<file path="src/rtl/rv32e_pkg.sv">
// Shared RV32E ALU op codes and OP/OP-IMM opcode/funct7 constants.
package rv32e_pkg;

  localparam logic [3:0] ALU_ADD  = 4'b0000;
  localparam logic [3:0] ALU_SUB  = 4'b0001;
  localparam logic [3:0] ALU_AND  = 4'b0010;
  localparam logic [3:0] ALU_OR   = 4'b0011;
  localparam logic [3:0] ALU_XOR  = 4'b0100;
  localparam logic [3:0] ALU_SLL  = 4'b0101;
  localparam logic [3:0] ALU_SRL  = 4'b0110;
  localparam logic [3:0] ALU_SRA  = 4'b0111;
  localparam logic [3:0] ALU_SLT  = 4'b1000;
  localparam logic [3:0] ALU_SLTU = 4'b1001;

  localparam logic [6:0] OPC_OP    = 7'b0110011;
  localparam logic [6:0] OPC_OPIMM = 7'b0010011;

  localparam logic [6:0] F7_BASE = 7'b0000000;
  localparam logic [6:0] F7_ALT  = 7'b0100000;

endpackage

</file>
<file path="src/rtl/rv32e_alu_decode.sv">
// Maps an RV32E OP/OP-IMM word plus register values to ALU op and operands.
module rv32e_alu_decode (
  input  logic [31:0] instr,
  input  logic [31:0] rs1_data,
  input  logic [31:0] rs2_data,
  output logic [3:0]  op,
  output logic [31:0] a,
  output logic [31:0] b,
  output logic [3:0]  rd,
  output logic        illegal
);
  import rv32e_pkg::*;

  logic [6:0]  opc;
  logic [6:0]  f7;
  logic [2:0]  f3;
  logic [4:0]  rd_f;
  logic [4:0]  rs1_f;
  logic [4:0]  rs2_f;
  logic [31:0] imm;
  logic [31:0] shamt;
  logic [3:0]  base_op;
  logic        bad;

  assign opc   = instr[6:0];
  assign rd_f  = instr[11:7];
  assign f3    = instr[14:12];
  assign rs1_f = instr[19:15];
  assign rs2_f = instr[24:20];
  assign f7    = instr[31:25];
  assign imm   = {{20{instr[31]}}, instr[31:20]};
  assign shamt = {27'b0, instr[24:20]};
  assign rd    = rd_f[3:0];

  always_comb begin
    unique case (f3)
      3'b000: base_op = ALU_ADD;
      3'b001: base_op = ALU_SLL;
      3'b010: base_op = ALU_SLT;
      3'b011: base_op = ALU_SLTU;
      3'b100: base_op = ALU_XOR;
      3'b101: base_op = ALU_SRL;
      3'b110: base_op = ALU_OR;
      3'b111: base_op = ALU_AND;
    endcase
  end

  always_comb begin
    op  = base_op;
    a   = rs1_data;
    b   = rs2_data;
    bad = 1'b0;
    unique case (1'b1)
      opc == OPC_OP: begin
        bad = rs2_f[4];
        if (f7 == F7_ALT) begin
          if (f3 == 3'b000)      op  = ALU_SUB;
          else if (f3 == 3'b101) op  = ALU_SRA;
          else                   bad = 1'b1;
        end else if (f7 != F7_BASE) begin
          bad = 1'b1;
        end
      end
      opc == OPC_OPIMM: begin
        b = imm;
        if (f3 == 3'b001 || f3 == 3'b101) begin
          b = shamt;
          if (f7 == F7_ALT && f3 == 3'b101) op  = ALU_SRA;
          else if (f7 != F7_BASE)           bad = 1'b1;
        end
      end
      default: bad = 1'b1;
    endcase
    illegal = bad | rd_f[4] | rs1_f[4];
    // illegal words ride the pipe as a harmless 0+0
    if (illegal) begin
      op = ALU_ADD;
      a  = '0;
      b  = '0;
    end
  end

endmodule

</file>
<file path="src/rtl/rv32e_alu_issue.sv">
// Two-stage issue/writeback pipe around rv32e_alu with valid/ready
// handshakes, flush and a retired-instruction counter.
module rv32e_alu_issue (
  input  logic        clk,
  input  logic        rst_n,
  input  logic        flush,
  input  logic        in_valid,
  output logic        in_ready,
  input  logic [31:0] in_instr,
  input  logic [31:0] in_rs1_data,
  input  logic [31:0] in_rs2_data,
  output logic [3:0]  alu_op,
  output logic [31:0] alu_a,
  output logic [31:0] alu_b,
  input  logic [31:0] alu_result,
  output logic        wb_valid,
  input  logic        wb_ready,
  output logic [3:0]  wb_rd,
  output logic        wb_we,
  output logic [31:0] wb_data,
  output logic        wb_illegal,
  output logic [31:0] retired_cnt
);

  logic [3:0]  dec_op;
  logic [31:0] dec_a;
  logic [31:0] dec_b;
  logic [3:0]  dec_rd;
  logic        dec_ill;

  rv32e_alu_decode u_dec (
    .instr    (in_instr),
    .rs1_data (in_rs1_data),
    .rs2_data (in_rs2_data),
    .op       (dec_op),
    .a        (dec_a),
    .b        (dec_b),
    .rd       (dec_rd),
    .illegal  (dec_ill)
  );

  logic        s1_valid_q, s1_valid_d;
  logic [3:0]  op_q, op_d;
  logic [31:0] a_q, a_d;
  logic [31:0] b_q, b_d;
  logic [3:0]  rd_q, rd_d;
  logic        ill_q, ill_d;
  logic        wb_valid_q, wb_valid_d;
  logic [3:0]  wb_rd_q, wb_rd_d;
  logic        wb_we_q, wb_we_d;
  logic [31:0] wb_data_q, wb_data_d;
  logic        wb_ill_q, wb_ill_d;
  logic [31:0] cnt_q, cnt_d;

  logic s2_free;
  logic s1_adv;
  logic accept;
  logic wb_fire;

  always_comb begin
    s2_free  = !wb_valid_q || wb_ready;
    s1_adv   = s1_valid_q && s2_free;
    in_ready = !s1_valid_q || s2_free;
    accept   = in_valid && in_ready && !flush;
    wb_fire  = wb_valid_q && wb_ready;
  end

  always_comb begin
    s1_valid_d = s1_valid_q;
    op_d       = op_q;
    a_d        = a_q;
    b_d        = b_q;
    rd_d       = rd_q;
    ill_d      = ill_q;
    wb_valid_d = wb_valid_q;
    wb_rd_d    = wb_rd_q;
    wb_we_d    = wb_we_q;
    wb_data_d  = wb_data_q;
    wb_ill_d   = wb_ill_q;
    cnt_d      = cnt_q + {31'b0, wb_fire};
    if (flush) begin
      s1_valid_d = 1'b0;
      wb_valid_d = 1'b0;
    end else begin
      if (accept) begin
        s1_valid_d = 1'b1;
        op_d       = dec_op;
        a_d        = dec_a;
        b_d        = dec_b;
        rd_d       = dec_rd;
        ill_d      = dec_ill;
      end else if (s1_adv) begin
        s1_valid_d = 1'b0;
      end
      if (s1_adv) begin
        wb_valid_d = 1'b1;
        wb_rd_d    = rd_q;
        wb_we_d    = !ill_q && (rd_q != 4'd0);
        wb_data_d  = ill_q ? 32'd0 : alu_result;
        wb_ill_d   = ill_q;
      end else if (wb_fire) begin
        wb_valid_d = 1'b0;
      end
    end
  end

  always_ff @(posedge clk or negedge rst_n) begin
    if (!rst_n) begin
      s1_valid_q <= 1'b0;
      op_q       <= '0;
      a_q        <= '0;
      b_q        <= '0;
      rd_q       <= '0;
      ill_q      <= 1'b0;
      wb_valid_q <= 1'b0;
      wb_rd_q    <= '0;
      wb_we_q    <= 1'b0;
      wb_data_q  <= '0;
      wb_ill_q   <= 1'b0;
      cnt_q      <= '0;
    end else begin
      s1_valid_q <= s1_valid_d;
      op_q       <= op_d;
      a_q        <= a_d;
      b_q        <= b_d;
      rd_q       <= rd_d;
      ill_q      <= ill_d;
      wb_valid_q <= wb_valid_d;
      wb_rd_q    <= wb_rd_d;
      wb_we_q    <= wb_we_d;
      wb_data_q  <= wb_data_d;
      wb_ill_q   <= wb_ill_d;
      cnt_q      <= cnt_d;
    end
  end

  assign alu_op      = op_q;
  assign alu_a       = a_q;
  assign alu_b       = b_q;
  assign wb_valid    = wb_valid_q;
  assign wb_rd       = wb_rd_q;
  assign wb_we       = wb_we_q;
  assign wb_data     = wb_data_q;
  assign wb_illegal  = wb_ill_q;
  assign retired_cnt = cnt_q;

endmodule

</file>
<file path="config.mk">
export PLATFORM = sky130hd
export DESIGN_NAME = rv32e_alu_issue
export DESIGN_NICKNAME = d
export VERILOG_FILES = /design/src/rtl/rv32e_pkg.sv /design/src/rtl/rv32e_alu_decode.sv /design/src/rtl/rv32e_alu_issue.sv
export SDC_FILE = /design/constraint.sdc
export NUM_CORES = 1
export LEC_CHECK = 0
export CAP_MARGIN = 10
export CORE_MARGIN = 2
export CORE_UTILIZATION = 42
export DETAILED_ROUTE_END_ITERATION = 10
export PLACE_DENSITY = 0.86
export RECOVER_POWER = 100
export SLEW_MARGIN = 5
export SYNTH_ARGS = -nofsm -noshare
export SYNTH_HDL_FRONTEND = slang
export SYNTH_SLANG_ARGS = --single-unit
</file>
<file path="constraint.sdc">
create_clock -name clk -period 2 [get_ports clk]
set_input_delay 0.4 -clock clk [delete_from_list [all_inputs] [get_ports clk]]
set_output_delay 0.4 -clock clk [all_outputs]
set_load 0.005 [all_outputs]
</file>
== Word level (Yosys, flattened, before mapping) ==
Memory sizes are Yosys's and may differ from the RTL's.
Index checks and enable logic that the tools add are counted.

* Input bits: 133
* Memory bits (read-only): 32
* Flip-flop bits (word level): 145
* Logic and storage cells: 68
* Output and inout port bits: 140
* Memories: 1

* Bitwise gates (word level): 3
* Eq/ne operators: 5
* Reductions and logical operators: 20
* Multiplexer cells: 26
* Add/subtract/negate cells: 1

{| class="wikitable"
|+ Memories
! name !! depth !! width !! rd ports !! clocked after Yosys merged registers in !! write ports !! RTL line !! source
|-
| (name not given) || 8 || 4 || 1 || 0 || 0 || rv32e_alu_decode.sv:36 || <nowiki>unique case (f3)</nowiki>
|}

{| class="wikitable"
|+ Operators by type and width
! kind !! count
|-
| two-way mux 32 bit || 5
|-
| adder 32 x 1 -> 32 bit || 1
|-
| two-way mux 4 bit || 6
|-
| equality test 7 x 6 -> 1 bit, second input constant || 2
|-
| two-way mux 1 bit || 13
|-
| one-hot mux 4 bit (2 select lines) || 1
|-
| equality test 7 x 5 -> 1 bit, second input constant || 1
|-
| nonzero test 7 bit || 1
|-
| logical AND 1 bit || 6
|-
| nonzero test 3 bit || 2
|-
| logical NOT 1 bit || 4
|-
| AND reduction 2 bit || 2
|-
| nonzero test 4 bit || 1
|-
| equality test 3 x 1 -> 1 bit, second input constant || 1
|-
| equality test 3 bit, second input constant || 1
|-
| logical NOT 3 bit || 1
|-
| logical OR 1 bit || 3
|-
| bitwise OR 1 bit || 2
|-
| one-hot mux 1 bit (2 select lines) || 1
|-
| NOT 1 bit || 1
|}

== Depth between registers and ports, before layout ==
* Word-level depth: 8
* Depth in mapped cells: 7
* Depth with buffers taken out: 7

== Modules after synthesis ==
A second synthesis with hierarchy kept.

* Cell total of the unflattened synthesis: 607
* Area total of the unflattened synthesis: 6,641.4 um^2

{| class="wikitable"
|+ By module, submodules not included
! module !! instances !! cells an instance !! area an instance (um^2)
|-
| rv32e_alu_issue || 1 || 453 || 5,823.1
|-
| rv32e_alu_decode || 1 || 154 || 818.3
|}

== Least setup slack after synthesis ==
OpenSTA, ideal clock, no wires.

* Path type: input -> register
* From: input port in_instr[2]
* To: register a_q[1] (netlist: alu_a[1])
* Slack: -87 ps
* Arrival time: 1,965 ps
* Cell stages on the path: 7
* Cell sequence: nand4bb_1 > or3_1 > buf_2 > o31a_1 > buf_4 > buf_6 > a32o_1

* Cells in the longest elaborated chain, start to end: 5
* Elaborated cells between the ends (all ways): 6
* Classes of those cells: eq/ne: 2; mux: 2; bitwise: 2

{| class="wikitable"
|+ Ends and longest elaborated chain
! what !! RTL line !! source
|-
| start, declared || rv32e_alu_issue.sv:9 || <nowiki>input logic [31:0] in_instr,</nowiki>
|-
| equality test 7 x 5 -> 1 bit / equality test 7 x 6 -> 1 bit (equally long branches) || rv32e_alu_decode.sv:64, rv32e_alu_decode.sv:54 ||
|-
| one-hot mux 1 bit (2 select lines) * || rv32e_alu_decode.sv:53 || <nowiki>unique case (1'b1)</nowiki>
|-
| bitwise OR 1 bit * (2 in a row) || rv32e_alu_decode.sv:74 || <nowiki>illegal = bad | rd_f[4] | rs1_f[4];</nowiki>
|-
| two-way mux 32 bit * || rv32e_alu_decode.sv:76 || <nowiki>if (illegal) begin</nowiki>
|-
| end signal, assigned || rv32e_alu_issue.sv:111 || <nowiki>a_q <= '0;</nowiki>
|-
| end signal, assigned || rv32e_alu_issue.sv:124 || <nowiki>a_q <= a_d;</nowiki>
|-
| end, declared || rv32e_alu_issue.sv:44 || <nowiki>logic [31:0] a_q, a_d;</nowiki>
|}

Mark *: on every way between the ends. The rest lies on a longest branch, timed or not.
A chain may end at the register's enable or synchronous reset.

== Worst setup path after layout ==
* From: input port in_valid
* To: register b_q[10] (netlist: alu_b[10])

* Cells in the longest elaborated chain, start to end: 3

{| class="wikitable"
|+ Ends and longest elaborated chain
! what !! RTL line !! source
|-
| start, declared || rv32e_alu_issue.sv:7 || <nowiki>input logic in_valid,</nowiki>
|-
| logical AND 1 bit (2 in a row) || rv32e_alu_issue.sv:64 || <nowiki>accept = in_valid && in_ready && !flush;</nowiki>
|-
| AND reduction 2 bit (no source line) || n/a ||
|-
| end signal, assigned || rv32e_alu_issue.sv:112 || <nowiki>b_q <= '0;</nowiki>
|-
| end signal, assigned || rv32e_alu_issue.sv:125 || <nowiki>b_q <= b_d;</nowiki>
|-
| end, declared || rv32e_alu_issue.sv:45 || <nowiki>logic [31:0] b_q, b_d;</nowiki>
|}

No other way between the ends.

==> impl_metrics.json <==
{
  "worstHoldPathType": "input pin to flop",
  "cp-start-kind": "input pin",
  "initial_utilization": 0.427,
  "synthesis.area_um2": 6190,
  "maxCapViolCount": 0,
  "grt_pass1_vias": 5615,
  "yosysWarningCount": 0,
  "crit_fanout": 7,
  "mostFrequentLayoutCell": "dfrtp_1",
  "pin_count": 273,
  "mostFrequentLayoutCells": "dfrtp_1 (145), dlygate4sd3_1 (140), nand2_1 (124), clkdlybuf4s50_1 (118), a32o_1 (37)",
  "cp_top_family": "buffers and inverters",
  "critPathRequiredTime_ns": 2.36,
  "cpPeakStageDelay_ns": 0.50,
  "first_pass_iters": 4,
  "row_count": 44,
  "slew-limit-headroom": 0.334,
  "yosys.cell_types.count": 46,
  "stdcell_count": 1082,
  "nets": 1020,
  "diodes": 0,
  "muxShareOfSynthArea": 0.0251,
  "syn_inst": 574,
  "clock.fmax_mhz": 513,
  "synthToLayoutAreaGrowth_pct": 66.8,
  "die_y_um": 125,
  "post_drt_via_cell_ratio": 5.23,
  "period_needed_ns": 1.95,
  "crit_buf_inv": 3,
  "synth_fa_ha_area_frac": 0.00404,
  "place_area_um2": 9450,
  "skew_ns": 0.00846,
  "crit_chain": "clkdlybuf4s50_1, or4b_4, nor4_2, buf_4, o31a_4, clkbuf_16, a32o_1",
  "synth_fp_nets": 709,
  "maxSlewViolCount": 0,
  "power_w": 0.00730,
  "yosys.area_share.simple": 0.199,
  "core_um2": 14500,
  "status": "complete, no violations",
  "worst_pin_slew_ns": 0.999,
  "irDropWorstVdd_uv": 636,
  "overflow": 0,
  "cts-buffers-inserted": 17,
  "port_buffers": 268,
  "drc": 0,
  "drive_gt1_frac": 0.121,
  "detailed_place_hpwl_um": 13300,
  "synth-main-ff-cell": "dfrtp_1",
  "synth.avg_cell_area_um2": 10.8,
  "numClockSinks": 145,
  "cp-end-kind": "flop",
  "p_leak_nw": 5.15,
  "synth_xor_xnor_area_share": 0.0439,
  "design.die.area_um2": 15700,
  "yosysTopAreaCellShare": 0.586,
  "antenna_found_initial": 0,
  "ys_ff_latch": 145,
  "synth_top_area_cell": "dfrtp_1",
  "synth_top_family_by_area": "simple AND/OR/NAND/NOR gates",
  "synth_area_leaders": "dfrtp_1 (59%), nand2_1 (7.6%), a32o_1 (6.1%)",
  "fin_area_um2": 10300,
  "grt_max_degree": 54,
  "clk_path_buf_depth": 2,
  "finalWirelength_um": 18900,
  "ys_seq_area_frac": 0.586,
  "powerDensity_nw_per_um2": 707,
  "synth_edf_count": 0,
  "clkTransAtPathRegs_ns": 0.06,
  "cts-root-buf": "clkbuf_16",
  "clk_latency_ns": 0.42,
  "die_x_um": 125,
  "async_reset_ff_frac": 1.00,
  "wl_per_cell_um": 17.5,
  "htree_levels": 4,
  "critPathSlowestCell": "or4b_4",
  "grtUsageTotal": 0.237,
  "ant_nets": 0,
  "synth_compound_area_frac": 0.111,
  "vias": 5655,
  "finalSetupViolations": 0,
  "cts_tree": "built",
  "dpl.cell_count": 1040,
  "grt_pass1_wl_um": 29500,
  "gp_congestion": 0.800,
  "drt_iter0_markers": 301,
  "hold_viol": 0,
  "fin_crit_sh": 0.974,
  "fin_ws_ns": 0.0525,
  "dpl_worst_slack_ns": -0.560,
  "path_class": "input pin to flop",
  "worstPathArrival_ns": 2.30
}
-- worst paths after layout --
path / start / to / slack, ns / cells past startpoint
max in group asynchronous: rst_n / wb_data[1] / 0.31 / 3
worst max-delay path: in_valid / alu_b[10] / 0.05 / 7
worst min-delay path: flush / s1_valid_q / 0.40 / 3
worst min register to register: wb_data[4] / wb_data[4] / 0.46 / 2
min in group asynchronous: rst_n / retired_cnt[19] / 0.69 / 2
worst max register to register: wb_valid / retired_cnt[10] / 0.22 / 8
-- cell families (layout without fill, tap and decap cells) --
group / after synthesis / in the layout
AOI/OAI and AO/OA: 84 / 84
and+or+nand+nor: 253 / 253
xor gates and xnor gates: 31 / 31
muxes: 15 / 15
DFF: 145 / 145
adders and majority gates: 2 / 2
buffers and inverters: 44 / 368
-- power by group --
part | leakage [nW] | internal (W) | switching, W
registers | 1.99 | 0.00302 | 0.0000765
clock network | 0.315 | 0.00229 | 0.00117
logic | 2.85 | 0.000441 | 0.000314
-- flip-flops by register name, indices dropped and copies added, names as in the netlist --
name and count:
ill_q 1, wb_we 1, wb_rd 4, wb_data 32, retired_cnt 32, alu_op 4
wb_illegal 1, alu_b 32, rd_q 4, alu_a 32, s1_valid_q 1, wb_valid 1
-- metrics by stage --
step / hold WS, ns / TNS, ns / util
after floorplan: 0.104 / -0.173 / -
after global placement: 0.337 / -35.19 / 0.653
after detailed placement: 0.340 / -37.23 / 0.653
after CTS: 0.468 / -0.0684 / 0.703
after global routing: 0.401 / -0.400 / 0.713
final: 0.398 / 0 / 0.713
-- per-layer routing --
metal,global-route usage,share of wire
met1,0.285,0.39
met3,0.0792,0.078
met4,0.0810,0.022
met2,0.400,0.51
met5,0,0
-- layout make-up --
cell class / count / area (µm²)
timing repair buffer: 325 / 3280
sequential: 145 / 3630
fill: 1053 / 4160
clock inverter: 8 / 148
multi-input combinational: 385 / 2480
tap: 184 / 230
inverter: 11 / 41.3
clock buffer: 24 / 512
-- synth_stat cells (2+ instances only) --
| cell | number |
|---|---|
| dfrtp_1 | 145 |
| nand2_1 | 126 |
| a32o_1 | 38 |
| nand3b_1 | 33 |
| nor2_1 | 29 |
| clkbuf_1 | 23 |
| o21ai_0 | 23 |
| xnor2_1 | 20 |
| nand3_1 | 16 |
| inv_1 | 11 |
| mux2i_1 | 11 |
| xor2_1 | 11 |
| nand4_1 | 10 |
| nor4_1 | 9 |
| o31ai_1 | 9 |
| and3_1 | 6 |
| buf_2 | 5 |
| nor3_1 | 5 |
| mux2_2 | 4 |
| nand2b_1 | 4 |
| a21oi_1 | 3 |
| and4_1 | 3 |
| buf_4 | 3 |
| a211oi_1 | 2 |
| and2_1 | 2 |
| ha_1 | 2 |
| nor2b_1 | 2 |
-- tightest hold or removal path, stage by stage --
cell and delay (ns):
dlymetal6s2s_1 0.15, buf_4 0.18, nor2_1 0.05
-- repair_timing --
item	in CTS	in global routing
pin swaps	2	25
endpoints found under the setup margin	55	69
hold buffers	1	0
endpoints found under the hold margin	37	0
resized for setup	14	21
setup buffers	1	1
gates cloned	0	7
No activity file was read; power rests on OpenSTA's default activity.
